## config.mk

```make
export PLATFORM = sky130hd
export DESIGN_NAME = ysyx_23060236_lsu_flat
export DESIGN_NICKNAME = d
export VERILOG_FILES = /design/src/rtl/ysyx_23060236_lsu_pkg.sv /design/src/rtl/ysyx_23060236_lsu_if.sv /design/src/rtl/ysyx_23060236_lsu_align.sv /design/src/rtl/ysyx_23060236_lsu.sv /design/src/flat_wrapper.sv
export SDC_FILE = /design/constraint.sdc
export NUM_CORES = 1
export LEC_CHECK = 0
export ABC_AREA = 1
export CAP_MARGIN = 5
export CORE_MARGIN = 3
export CORE_UTILIZATION = 40
export CTS_BUF_LIST = sky130_fd_sc_hd__clkbuf_16
export DETAILED_ROUTE_END_ITERATION = 12
export PLACE_DENSITY = 0.76
export SKIP_LAST_GASP = 1
export SYNTH_ARGS = -nofsm -noshare
export SYNTH_HDL_FRONTEND = slang
export SYNTH_SLANG_ARGS = --single-unit
```

## constraint.sdc

```tcl
create_clock -name clock -period 1.63 [get_ports clock]
set_clock_uncertainty 0.15 [all_clocks]
set_input_delay 0.163 -clock clock [delete_from_list [all_inputs] [get_ports clock]]
set_output_delay 0.163 -clock clock [all_outputs]
set_load 0.02 [all_outputs]
```

## src/rtl/ysyx_23060236_lsu_pkg.sv

```systemverilog
// Shared types and constants for the load/store unit: FSM states, funct3 access
// codes, AXI response codes and the alignment rule.
package ysyx_23060236_lsu_pkg;

    typedef enum logic [2:0] {
        S_IDLE  = 3'd0,
        S_RADDR = 3'd1,
        S_RDATA = 3'd2,
        S_WRITE = 3'd3,
        S_WRESP = 3'd4,
        S_DONE  = 3'd5
    } lsu_state_e;

    localparam logic [2:0] F3_LB  = 3'b000;
    localparam logic [2:0] F3_LH  = 3'b001;
    localparam logic [2:0] F3_LW  = 3'b010;
    localparam logic [2:0] F3_LBU = 3'b100;
    localparam logic [2:0] F3_LHU = 3'b101;

    localparam logic [2:0] F3_SB  = 3'b000;
    localparam logic [2:0] F3_SH  = 3'b001;
    localparam logic [2:0] F3_SW  = 3'b010;

    localparam logic [1:0] RESP_OKAY = 2'b00;

    // size is funct3[1:0]: 0 byte, 1 half, 2+ word-or-wider.
    function automatic logic is_misaligned(input logic [1:0] size, input logic [1:0] off);
        case (size)
            2'b00:   return 1'b0;
            2'b01:   return off[0];
            default: return off != 2'b00;
        endcase
    endfunction

endpackage

```

## src/rtl/ysyx_23060236_lsu_if.sv

```systemverilog
// AXI4-Lite bus between the load/store unit (master) and memory (slave).
interface ysyx_23060236_lsu_if;

    logic [31:0] araddr;
    logic        arvalid;
    logic        arready;
    logic [2:0]  arsize;
    logic [31:0] rdata;
    logic [1:0]  rresp;
    logic        rvalid;
    logic        rready;
    logic [31:0] awaddr;
    logic        awvalid;
    logic        awready;
    logic [2:0]  awsize;
    logic [31:0] wdata_o;
    logic [3:0]  wstrb;
    logic        wvalid;
    logic        wready;
    logic [1:0]  bresp;
    logic        bvalid;
    logic        bready;

    modport master (
        output araddr, arvalid, arsize, rready,
        output awaddr, awvalid, awsize, wdata_o, wstrb, wvalid, bready,
        input  arready, rdata, rresp, rvalid,
        input  awready, wready, bresp, bvalid
    );

    modport slave (
        input  araddr, arvalid, arsize, rready,
        input  awaddr, awvalid, awsize, wdata_o, wstrb, wvalid, bready,
        output arready, rdata, rresp, rvalid,
        output awready, wready, bresp, bvalid
    );

endinterface

```

## src/rtl/ysyx_23060236_lsu_align.sv

```systemverilog
// Byte-lane steering: store data/strobe placement and load extract/extend.
module ysyx_23060236_lsu_align
    import ysyx_23060236_lsu_pkg::*;
(
    input  logic [2:0]  st_funct3_i,
    input  logic [1:0]  st_off_i,
    input  logic [31:0] st_data_i,
    output logic [3:0]  st_strb_o,
    output logic [31:0] st_data_o,
    input  logic [2:0]  ld_funct3_i,
    input  logic [1:0]  ld_off_i,
    input  logic [31:0] ld_raw_i,
    output logic [31:0] ld_data_o
);

    logic [31:0] ld_shift;

    // NOTE: every output gets a default first so no path through the case infers a latch.
    always_comb begin
        st_data_o = st_data_i << {st_off_i, 3'b000};
        st_strb_o = 4'b1111;
        case (st_funct3_i)
            F3_SB:   st_strb_o = 4'b0001 << st_off_i;
            F3_SH:   st_strb_o = 4'b0011 << st_off_i;
            F3_SW:   st_strb_o = 4'b1111;
            default: st_strb_o = 4'b1111;
        endcase
    end

    always_comb begin
        ld_shift  = ld_raw_i >> {ld_off_i, 3'b000};
        ld_data_o = ld_shift;
        case (ld_funct3_i)
            F3_LB:   ld_data_o = {{24{ld_shift[7]}}, ld_shift[7:0]};
            F3_LH:   ld_data_o = {{16{ld_shift[15]}}, ld_shift[15:0]};
            F3_LW:   ld_data_o = ld_shift;
            F3_LBU:  ld_data_o = {24'h0, ld_shift[7:0]};
            F3_LHU:  ld_data_o = {16'h0, ld_shift[15:0]};
            default: ld_data_o = ld_shift;
        endcase
    end

endmodule

```

## src/rtl/ysyx_23060236_lsu.sv

```systemverilog
// Load/store stage: captures one instruction from execute, runs at most one
// AXI4-Lite transaction and returns a registered writeback with a done pulse.
module ysyx_23060236_lsu
    import ysyx_23060236_lsu_pkg::*;
(
    input  logic                     clock,
    input  logic                     reset,
    input  logic                     lsu_valid,
    input  logic                     lsu_ren,
    input  logic                     lsu_wen,
    input  logic [31:0]              val,
    input  logic [31:0]              wdata,
    input  logic [2:0]               funct3,
    input  logic [4:0]               rd,
    input  logic                     reg_wen,
    output logic                     lsu_over,
    output logic [4:0]               wb_rd,
    output logic                     wb_wen,
    output logic [31:0]              wb_data,
    output logic                     lsu_err,
    ysyx_23060236_lsu_if.master      axi
);

    lsu_state_e  state_q;
    logic [2:0]  funct3_q;
    logic [1:0]  off_q;
    logic        reg_wen_q;
    logic        lsu_over_q, lsu_err_q, wb_wen_q;
    logic [4:0]  wb_rd_q;
    logic [31:0] wb_data_q;
    logic [31:0] araddr_q, awaddr_q, wdata_o_q;
    logic [2:0]  arsize_q, awsize_q;
    logic [3:0]  wstrb_q;
    logic        arvalid_q, rready_q, awvalid_q, wvalid_q, bready_q;

    logic [3:0]  st_strb_d;
    logic [31:0] st_data_d;
    logic [31:0] ld_data_d;
    logic        rd_err, wr_err, aw_done, w_done;

    // Store lanes come straight from the inputs at accept; loads use captured fields.
    ysyx_23060236_lsu_align u_align (
        .st_funct3_i (funct3),
        .st_off_i    (val[1:0]),
        .st_data_i   (wdata),
        .st_strb_o   (st_strb_d),
        .st_data_o   (st_data_d),
        .ld_funct3_i (funct3_q),
        .ld_off_i    (off_q),
        .ld_raw_i    (axi.rdata),
        .ld_data_o   (ld_data_d)
    );

    assign rd_err  = axi.rresp != RESP_OKAY;
    assign wr_err  = axi.bresp != RESP_OKAY;
    assign aw_done = !awvalid_q || axi.awready;
    assign w_done  = !wvalid_q || axi.wready;

    // NOTE: sequential state uses non-blocking assignments only; reset is synchronous.
    always_ff @(posedge clock) begin
        if (reset) begin
            state_q    <= S_IDLE;
            funct3_q   <= '0;
            off_q      <= '0;
            reg_wen_q  <= 1'b0;
            lsu_over_q <= 1'b0;
            lsu_err_q  <= 1'b0;
            wb_wen_q   <= 1'b0;
            wb_rd_q    <= '0;
            wb_data_q  <= '0;
            araddr_q   <= '0;
            awaddr_q   <= '0;
            wdata_o_q  <= '0;
            arsize_q   <= '0;
            awsize_q   <= '0;
            wstrb_q    <= '0;
            arvalid_q  <= 1'b0;
            rready_q   <= 1'b0;
            awvalid_q  <= 1'b0;
            wvalid_q   <= 1'b0;
            bready_q   <= 1'b0;
        end else begin
            lsu_over_q <= 1'b0;
            case (state_q)
                S_IDLE: begin
                    if (lsu_valid) begin
                        funct3_q  <= funct3;
                        off_q     <= val[1:0];
                        reg_wen_q <= reg_wen;
                        wb_rd_q   <= rd;
                        wb_wen_q  <= 1'b0;
                        lsu_err_q <= 1'b0;
                        if ((lsu_ren || lsu_wen) && is_misaligned(funct3[1:0], val[1:0])) begin
                            lsu_err_q  <= 1'b1;
                            lsu_over_q <= 1'b1;
                            state_q    <= S_DONE;
                        end else if (lsu_ren) begin
                            araddr_q  <= val;
                            arsize_q  <= {1'b0, funct3[1:0]};
                            arvalid_q <= 1'b1;
                            state_q   <= S_RADDR;
                        end else if (lsu_wen) begin
                            awaddr_q  <= val;
                            awsize_q  <= {1'b0, funct3[1:0]};
                            wdata_o_q <= st_data_d;
                            wstrb_q   <= st_strb_d;
                            awvalid_q <= 1'b1;
                            wvalid_q  <= 1'b1;
                            state_q   <= S_WRITE;
                        end else begin
                            wb_data_q  <= val;
                            wb_wen_q   <= reg_wen;
                            lsu_over_q <= 1'b1;
                            state_q    <= S_DONE;
                        end
                    end
                end
                S_RADDR: begin
                    if (axi.arready) begin
                        arvalid_q <= 1'b0;
                        rready_q  <= 1'b1;
                        state_q   <= S_RDATA;
                    end
                end
                S_RDATA: begin
                    if (axi.rvalid) begin
                        rready_q   <= 1'b0;
                        wb_data_q  <= ld_data_d;
                        wb_wen_q   <= reg_wen_q && !rd_err;
                        lsu_err_q  <= rd_err;
                        lsu_over_q <= 1'b1;
                        state_q    <= S_DONE;
                    end
                end
                S_WRITE: begin
                    if (axi.awready) awvalid_q <= 1'b0;
                    if (axi.wready)  wvalid_q  <= 1'b0;
                    // Both channels may finish in the same cycle or in either order.
                    if (aw_done && w_done) begin
                        bready_q <= 1'b1;
                        state_q  <= S_WRESP;
                    end
                end
                S_WRESP: begin
                    if (axi.bvalid) begin
                        bready_q   <= 1'b0;
                        wb_wen_q   <= 1'b0;
                        lsu_err_q  <= wr_err;
                        lsu_over_q <= 1'b1;
                        state_q    <= S_DONE;
                    end
                end
                S_DONE:  state_q <= S_IDLE;
                default: state_q <= S_IDLE;
            endcase
        end
    end

    assign lsu_over    = lsu_over_q;
    assign lsu_err     = lsu_err_q;
    assign wb_rd       = wb_rd_q;
    assign wb_wen      = wb_wen_q;
    assign wb_data     = wb_data_q;
    assign axi.araddr  = araddr_q;
    assign axi.arvalid = arvalid_q;
    assign axi.arsize  = arsize_q;
    assign axi.rready  = rready_q;
    assign axi.awaddr  = awaddr_q;
    assign axi.awvalid = awvalid_q;
    assign axi.awsize  = awsize_q;
    assign axi.wdata_o = wdata_o_q;
    assign axi.wstrb   = wstrb_q;
    assign axi.wvalid  = wvalid_q;
    assign axi.bready  = bready_q;

endmodule

```

## src/flat_wrapper.sv

```systemverilog
// flat-port wrapper written by rule: the top's interface ports become plain ports
module ysyx_23060236_lsu_flat import ysyx_23060236_lsu_pkg::*;
  (clock, reset, lsu_valid, lsu_ren, lsu_wen, val, wdata, funct3, rd, reg_wen, lsu_over, wb_rd, wb_wen, wb_data, lsu_err, axi_araddr, axi_arvalid, axi_arsize, axi_rready, axi_awaddr, axi_awvalid, axi_awsize, axi_wdata_o, axi_wstrb, axi_wvalid, axi_bready, axi_arready, axi_rdata, axi_rresp, axi_rvalid, axi_awready, axi_wready, axi_bresp, axi_bvalid);
  ysyx_23060236_lsu_if axi_i ();
  input  logic clock;
  input  logic reset;
  input  logic lsu_valid;
  input  logic lsu_ren;
  input  logic lsu_wen;
  input  logic [31:0] val;
  input  logic [31:0] wdata;
  input  logic [2:0] funct3;
  input  logic [4:0] rd;
  input  logic reg_wen;
  output logic lsu_over;
  output logic [4:0] wb_rd;
  output logic wb_wen;
  output logic [31:0] wb_data;
  output logic lsu_err;
  output wire logic [$bits(axi_i.araddr)-1:0] axi_araddr;
  output wire logic [$bits(axi_i.arvalid)-1:0] axi_arvalid;
  output wire logic [$bits(axi_i.arsize)-1:0] axi_arsize;
  output wire logic [$bits(axi_i.rready)-1:0] axi_rready;
  output wire logic [$bits(axi_i.awaddr)-1:0] axi_awaddr;
  output wire logic [$bits(axi_i.awvalid)-1:0] axi_awvalid;
  output wire logic [$bits(axi_i.awsize)-1:0] axi_awsize;
  output wire logic [$bits(axi_i.wdata_o)-1:0] axi_wdata_o;
  output wire logic [$bits(axi_i.wstrb)-1:0] axi_wstrb;
  output wire logic [$bits(axi_i.wvalid)-1:0] axi_wvalid;
  output wire logic [$bits(axi_i.bready)-1:0] axi_bready;
  input wire logic [$bits(axi_i.arready)-1:0] axi_arready;
  input wire logic [$bits(axi_i.rdata)-1:0] axi_rdata;
  input wire logic [$bits(axi_i.rresp)-1:0] axi_rresp;
  input wire logic [$bits(axi_i.rvalid)-1:0] axi_rvalid;
  input wire logic [$bits(axi_i.awready)-1:0] axi_awready;
  input wire logic [$bits(axi_i.wready)-1:0] axi_wready;
  input wire logic [$bits(axi_i.bresp)-1:0] axi_bresp;
  input wire logic [$bits(axi_i.bvalid)-1:0] axi_bvalid;
  assign axi_araddr = axi_i.araddr;
  assign axi_arvalid = axi_i.arvalid;
  assign axi_arsize = axi_i.arsize;
  assign axi_rready = axi_i.rready;
  assign axi_awaddr = axi_i.awaddr;
  assign axi_awvalid = axi_i.awvalid;
  assign axi_awsize = axi_i.awsize;
  assign axi_wdata_o = axi_i.wdata_o;
  assign axi_wstrb = axi_i.wstrb;
  assign axi_wvalid = axi_i.wvalid;
  assign axi_bready = axi_i.bready;
  assign axi_i.arready = axi_arready;
  assign axi_i.rdata = axi_rdata;
  assign axi_i.rresp = axi_rresp;
  assign axi_i.rvalid = axi_rvalid;
  assign axi_i.awready = axi_awready;
  assign axi_i.wready = axi_wready;
  assign axi_i.bresp = axi_bresp;
  assign axi_i.bvalid = axi_bvalid;
  ysyx_23060236_lsu u_core (.clock(clock), .reset(reset), .lsu_valid(lsu_valid), .lsu_ren(lsu_ren), .lsu_wen(lsu_wen), .val(val), .wdata(wdata), .funct3(funct3), .rd(rd), .reg_wen(reg_wen), .lsu_over(lsu_over), .wb_rd(wb_rd), .wb_wen(wb_wen), .wb_data(wb_data), .lsu_err(lsu_err), .axi(axi_i));
endmodule
```

Word-level counts from Yosys, hierarchy flattened. Cells that the tools add are included.

Register bits: 158. Input bits: 119. Output and inout port bits: 151. Word-level logic and storage cells: 138.

Equality and inequality tests: 21. Shift operators: 4. Multiplexer cells: 58. Bitwise gates (word level): 2. Reduce and logical (&&, ||, !) cells: 33.

Operator list (count): 32-bit 2-to-1 mux (5); 32-bit case mux with 4 select lines (1); 32-bit case mux with 2 select lines (1); 1-bit 2-to-1 mux (32); 32-bit by 5-bit left shift with 32-bit output (1); 32-bit by 5-bit right shift with 32-bit output (1); 3-bit 2-to-1 mux (8); 2-bit inequality test (second input constant) (11); 6-bit AND reduction (3); 2-bit nonzero test (8); 3-bit case mux with 5 select lines (1); 5-bit AND reduction (3); 1-bit case mux with 2 select lines (6); 3-bit by 1-bit == test with 1-bit output (second input constant) (3); 3-bit == test (second input constant) (3); 3-bit zero test (3); 1-bit case mux with 3 select lines (3); 4-bit case mux with 2 select lines (1); 4-bit AND reduction (2); 3-bit by 2-bit == test with 1-bit output (second input constant) (2); 3-bit AND reduction (2); 1-bit by 2-bit left shift with 4-bit output (first input constant) (1); 2-bit by 2-bit left shift with 4-bit output (first input constant) (1); 1-bit logical AND (3); other kinds (8) (13).

Depth between registers and ports, before layout.
Depth in word-level cells: 9. Mapped depth: 11.

Cells and area by module. From an unflattened synthesis, not the netlist that was laid out.

Cells, all modules: 1200. Area, all modules: 7912.6 µm².

By module, submodules not included: ysyx_23060236_lsu (times used 1, cells each 928, area each 6432.4 µm²); ysyx_23060236_lsu_align (times used 1, cells each 272, area each 1480.2 µm²).

Least setup slack after synthesis. Ideal clock, no wire load.

Kind: register to register. From: reg u_core.off_q[0]. To: reg u_core.wb_data_q[22] (netlist: u_core.wb_data[22]). Library setup time: 0.115 ns. Arrival time: 1.347 ns. Data required time: 1.365 ns. Setup slack: 0.019 ns. Cell stages (with the launch flop): 12. Buffers on the path: 2. Clock period less this slack: 1.611 ns. Cells stage by stage: dfxtp_1 > buf_2 > inv_1 > nand2_1 > nand3_1 > nand3_1 > nand2_1 > inv_1 > buf_2 > nand2_1 > a21oi_1 > nor2_1.

Word-level cells in the longest chain between the ends: 4.

Ends and longest elaborated chain: from (decl) (RTL line ysyx_23060236_lsu.sv:26) `logic [1:0] off_q;`; from (signal assigned) (RTL line ysyx_23060236_lsu.sv:88) `off_q <= val[1:0];`; 32-bit by 5-bit right shift with 32-bit output (RTL line ysyx_23060236_lsu_align.sv:31) `ld_shift = ld_raw_i >> {ld_off_i, 3'b000};`; 32-bit case mux with 4 select lines (RTL line ysyx_23060236_lsu_align.sv:33) `case (ld_funct3_i)`; 32-bit 2-to-1 mux (RTL line ysyx_23060236_lsu.sv:126) `if (axi.rvalid) begin`; 32-bit case mux with 2 select lines (RTL line ysyx_23060236_lsu.sv:84) `case (state_q)`; to (signal assigned) (RTL line ysyx_23060236_lsu.sv:111) `wb_data_q <= val;`; to (signal assigned) (RTL line ysyx_23060236_lsu.sv:128) `wb_data_q <= ld_data_d;`; to (decl) (RTL line ysyx_23060236_lsu.sv:30) `logic [31:0] wb_data_q;`.

Every way passes these cells. The select of a mux whose other input is x is not followed. A chain may end at the register's enable or synchronous reset.

Final worst setup path.
From: reg u_core.state_q[0]. To: reg u_core.wb_data_q[29] (netlist: u_core.wb_data[29]).

Word-level cells in the longest chain between the ends: 3.

Ends and longest elaborated chain: from (decl) (RTL line ysyx_23060236_lsu.sv:24) `lsu_state_e state_q;`; from (signal assigned) (RTL line ysyx_23060236_lsu.sv:62) `state_q <= S_IDLE;`; from (signal assigned) (RTL line ysyx_23060236_lsu.sv:96) `state_q <= S_DONE;`; from (signal assigned) (RTL line ysyx_23060236_lsu.sv:101) `state_q <= S_RADDR;`; 3-bit by 2-bit == test with 1-bit output or 3-bit zero test (tied branches) (RTL line ysyx_23060236_lsu.sv:84); 2-bit inequality test (no line) or 2-bit nonzero test (tied branches); 6-bit AND reduction (no line).

Parallel ways exist; a longest one is shown, timed or not.

==> metrics.csv <==
stage;metric;value;unit
layout;Area growth syn-to-layout;70.3;%
sta;Fmax achieved;562;MHz
floorplan;die height;141;um
layout;Final Instance Area;12300;um2
place;dpl ws;-0.385;ns
sta;RSZ-0062 raised after global routing;yes;
clocking;clk buf depth;2;
setup_path;Worst setup SP type;register;
global_route;total congestion overflow;0;
floorplan;die area;19800;um2
sta;Final min period;1.78;ns
clocking;CTS tree;yes;
sta;Final Max Tran Viols;0;
layout;Fillers;1420;
clocking;clock sink count;158;
setup_path;Worst Path Max Fanout;8;
place;placer congestion estimate;0.929;
yosys;EDFF count, synth;0;
power_and_ir_drop;Pleak;0.00583;uW
job;max-cap viol count;0;
min_path;Worst Hold Class;primary input to register;
power_and_ir_drop;power per standard cell area;1360;nW/um2
global_route;largest net degree at the start of global routing;55;
global_route;M1 GR Usage;37.0;%
setup_path;worst endpoint required time;1.80;ns
power_and_ir_drop;maximum vdd drop;894;uV
yosys;synthesized instance count;1028;
clocking;TritonCTS buffer count;17;
drt;drt total wl;30200;um
drt;Iter 0 DRT Violations;761;
yosys;Synth cell types;30;
global_route;global-route wire length before repair;43600;um
drt;WL per Instance;18.9;um
drt;via count;8661;
power_and_ir_drop;Pwr Total;16800;uW
floorplan;Die X;141;um
drt;drt via density;5.43;
yosys;register area share after synthesis;43.7;%
floorplan;core area;17500;um2
yosys;async set or reset register ratio after synthesis;0;%
clocking;Clock Root Buffer;clkbuf_16;
setup_path;R2R Path Start;u_core.state_q[0];
yosys;syn_area_per_cell;7.05;um2
setup_path;Setup crit end kind;register;
clocking;Worst-path clk slew;0.06;ns
yosys;yosys warns;0;
global_route;total track usage;27.5;%
status;failing checks;setup timing;
drt;DRC errors left;0;
yosys;most area-hungry cell type in the Yosys netlist;dfxtp_1;
place;Post-DP Area;10500;um2
layout;layout cell share with drive strength beyond 1;20.1;%
yosys;Main synth FF type;dfxtp_1;
place;Final HPWL DP;18500;um
floorplan;row count;48;
setup_path;Setup crit start;u_core.state_q[0];
global_route;vias in the first global route;8059;
drt;drt first pass iters;7;
global_route;initial antenna violation count;0;
clocking;CTS H-Tree Depth;4;
sta;Final setup viols;116;
drt;post-route ant nets;0;
min_path;Hold Crit Start;rd[2];
global_route;GR Util met3;6.79;%
layout;diodes inserted;0;
yosys;top-area cell type share of the netlist area;43.7;%
setup_path;worst setup path class;register to register;
status;outcome;finished, violations left;
yosys;Yosys reg bits;158;
floorplan;Top-Level Pins;270;
sta;final hold vios;0;
layout;Total Nets Final;1477;
floorplan;Starting Density;41.3;%
place;IO buf count;267;
sta;fin crit share;109;%
yosys;Cell Area, Synth;7240;um2
clocking;clk_lat worst skew;0.43;ns
sta;Final WS setup;-0.151;ns
global_route;Most Crowded Layer GR;met2;
global_route;GR Layer Usage met2;42.7;%
setup_path;CP Data Arrival Time;1.96;ns
yosys;Area contributors post-synth;dfxtp_1 44%, nand2_1 9.8%, a21oi_1 9.7%;
## cells by family (layout without fill, tap and decap cells)
group                  Yosys count  after routing  share of synthesized area, %
AND/OR/NAND/NOR                379            379                          21.6
AO/OA/AOI/OAI                  340            340                          24.7
flip-flops                     158            158                          43.7
multiplexers                     8              8                          1.11
other                            1              2                        0.0518
buffers and inverters          142            484                          8.93
## state kept, by name (all words and copies together) (netlist names), 2 cells and up
signal,count
u_core.funct3_q,3
u_core.wb_rd,5
u_core.off_q,2
u_core.axi.wstrb,4
u_core.axi.araddr,32
u_core.state_q,3
u_core.axi.wdata_o,32
u_core.axi.awsize,2
u_core.wb_data,32
u_core.axi.awaddr,32
u_core.axi.arsize,2
## stage by stage
step                setup TNS [ns]  util (%)  hold WS, ns  instances
floorplan                        0         -        0.148       1029
global placement            -30.69      59.7        0.303       1516
detailed placement          -40.65      59.7        0.304       1516
CTS                          -3.97      65.8        0.156       1575
global route                -17.01      70.3        0.178       1596
finish                       -6.70      70.3        0.172       1596
## routing by layer
metal	share of wire (%)	routed length [um]
met4	3.7	1130
met3	7.7	2330
met1	42	12600
met5	0	0
met2	47	14200
## path summary, 6_finish.rpt
check / endpoint / cells after the start / slack, ns
min reg2reg: u_core.axi.wdata_o[5] / 2 / 0.31
max reg2reg: u_core.wb_data[29] / 11 / -0.15
max: u_core.wb_data[29] / 11 / -0.15
min: u_core.wb_rd[2] / 3 / 0.17
## report_power, final
| group | switching [uW] | internal (uW) |
|---|---|---|
| Clock | 1750 | 2430 |
| Combinational | 4360 | 3210 |
| Sequential | 435 | 4620 |
| Total | 6550 | 10300 |
## worst max-delay path: stages, from the launching register on
cell and delay (ns):
dfxtp_2 0.35, nor2_4 0.06, buf_4 0.15, nand3_4 0.08
nand2_4 0.07, nor2_4 0.14, buf_6 0.14, nand2_8 0.07
buf_6 0.13, buf_16 0.14, a21oi_2 0.12, nor2_1 0.06
## cells in the mapped netlist, drive strengths merged (4+ instances only)
library cell and n:
nand2 191, o21ai 166, dfxtp 158, a21oi 140
nor2 131, inv 64, nand3 47, buf 42
clkbuf 35, o211ai 17, a31oi 8, mux2i 8
o211a 5, nor3 4
## final cells by class
type / instances / area [um2] / area share [%]
Tap cell: 225 / 282 / 2.28
Clock buffer: 17 / 425 / 3.45
Sequential cell: 158 / 3170 / 25.7
Inverter: 65 / 265 / 2.15
Timing Repair Buffer: 387 / 4060 / 32.9
Multi-Input combinational cell: 729 / 3950 / 32.1
Clock inverter: 15 / 184 / 1.49
## cell usage in the layout (no fill, tap or decap), types with 6 or more instances in the layout
cell,n
buf_12,19
a21oi_2,34
buf_6,13
inv_2,8
nand2_1,175
dfxtp_1,155
clkdlybuf4s50_1,118
o21ai_0,70
inv_1,53
buf_4,65
nor2_4,8
mux2i_1,8
nor2_1,120
clkbuf_16,27
dlygate4sd2_1,149
buf_16,6
o21ai_1,64
a21oi_1,101
o21ai_2,29
nand3_1,41
o211ai_1,17
a31oi_1,8
nand2_4,12
## timing repair
| item | 4_1_cts | 5_1_grt |
|---|---|---|
| pin swaps | 1 | 26 |
| endpoints found under the setup margin | 258 | 141 |
| setup buffers | 17 | 14 |
| hold buffers | 0 | 0 |
| gates resized for setup | 214 | 145 |
| cloned | 10 | 13 |
Power figures use the tool's default switching activity.
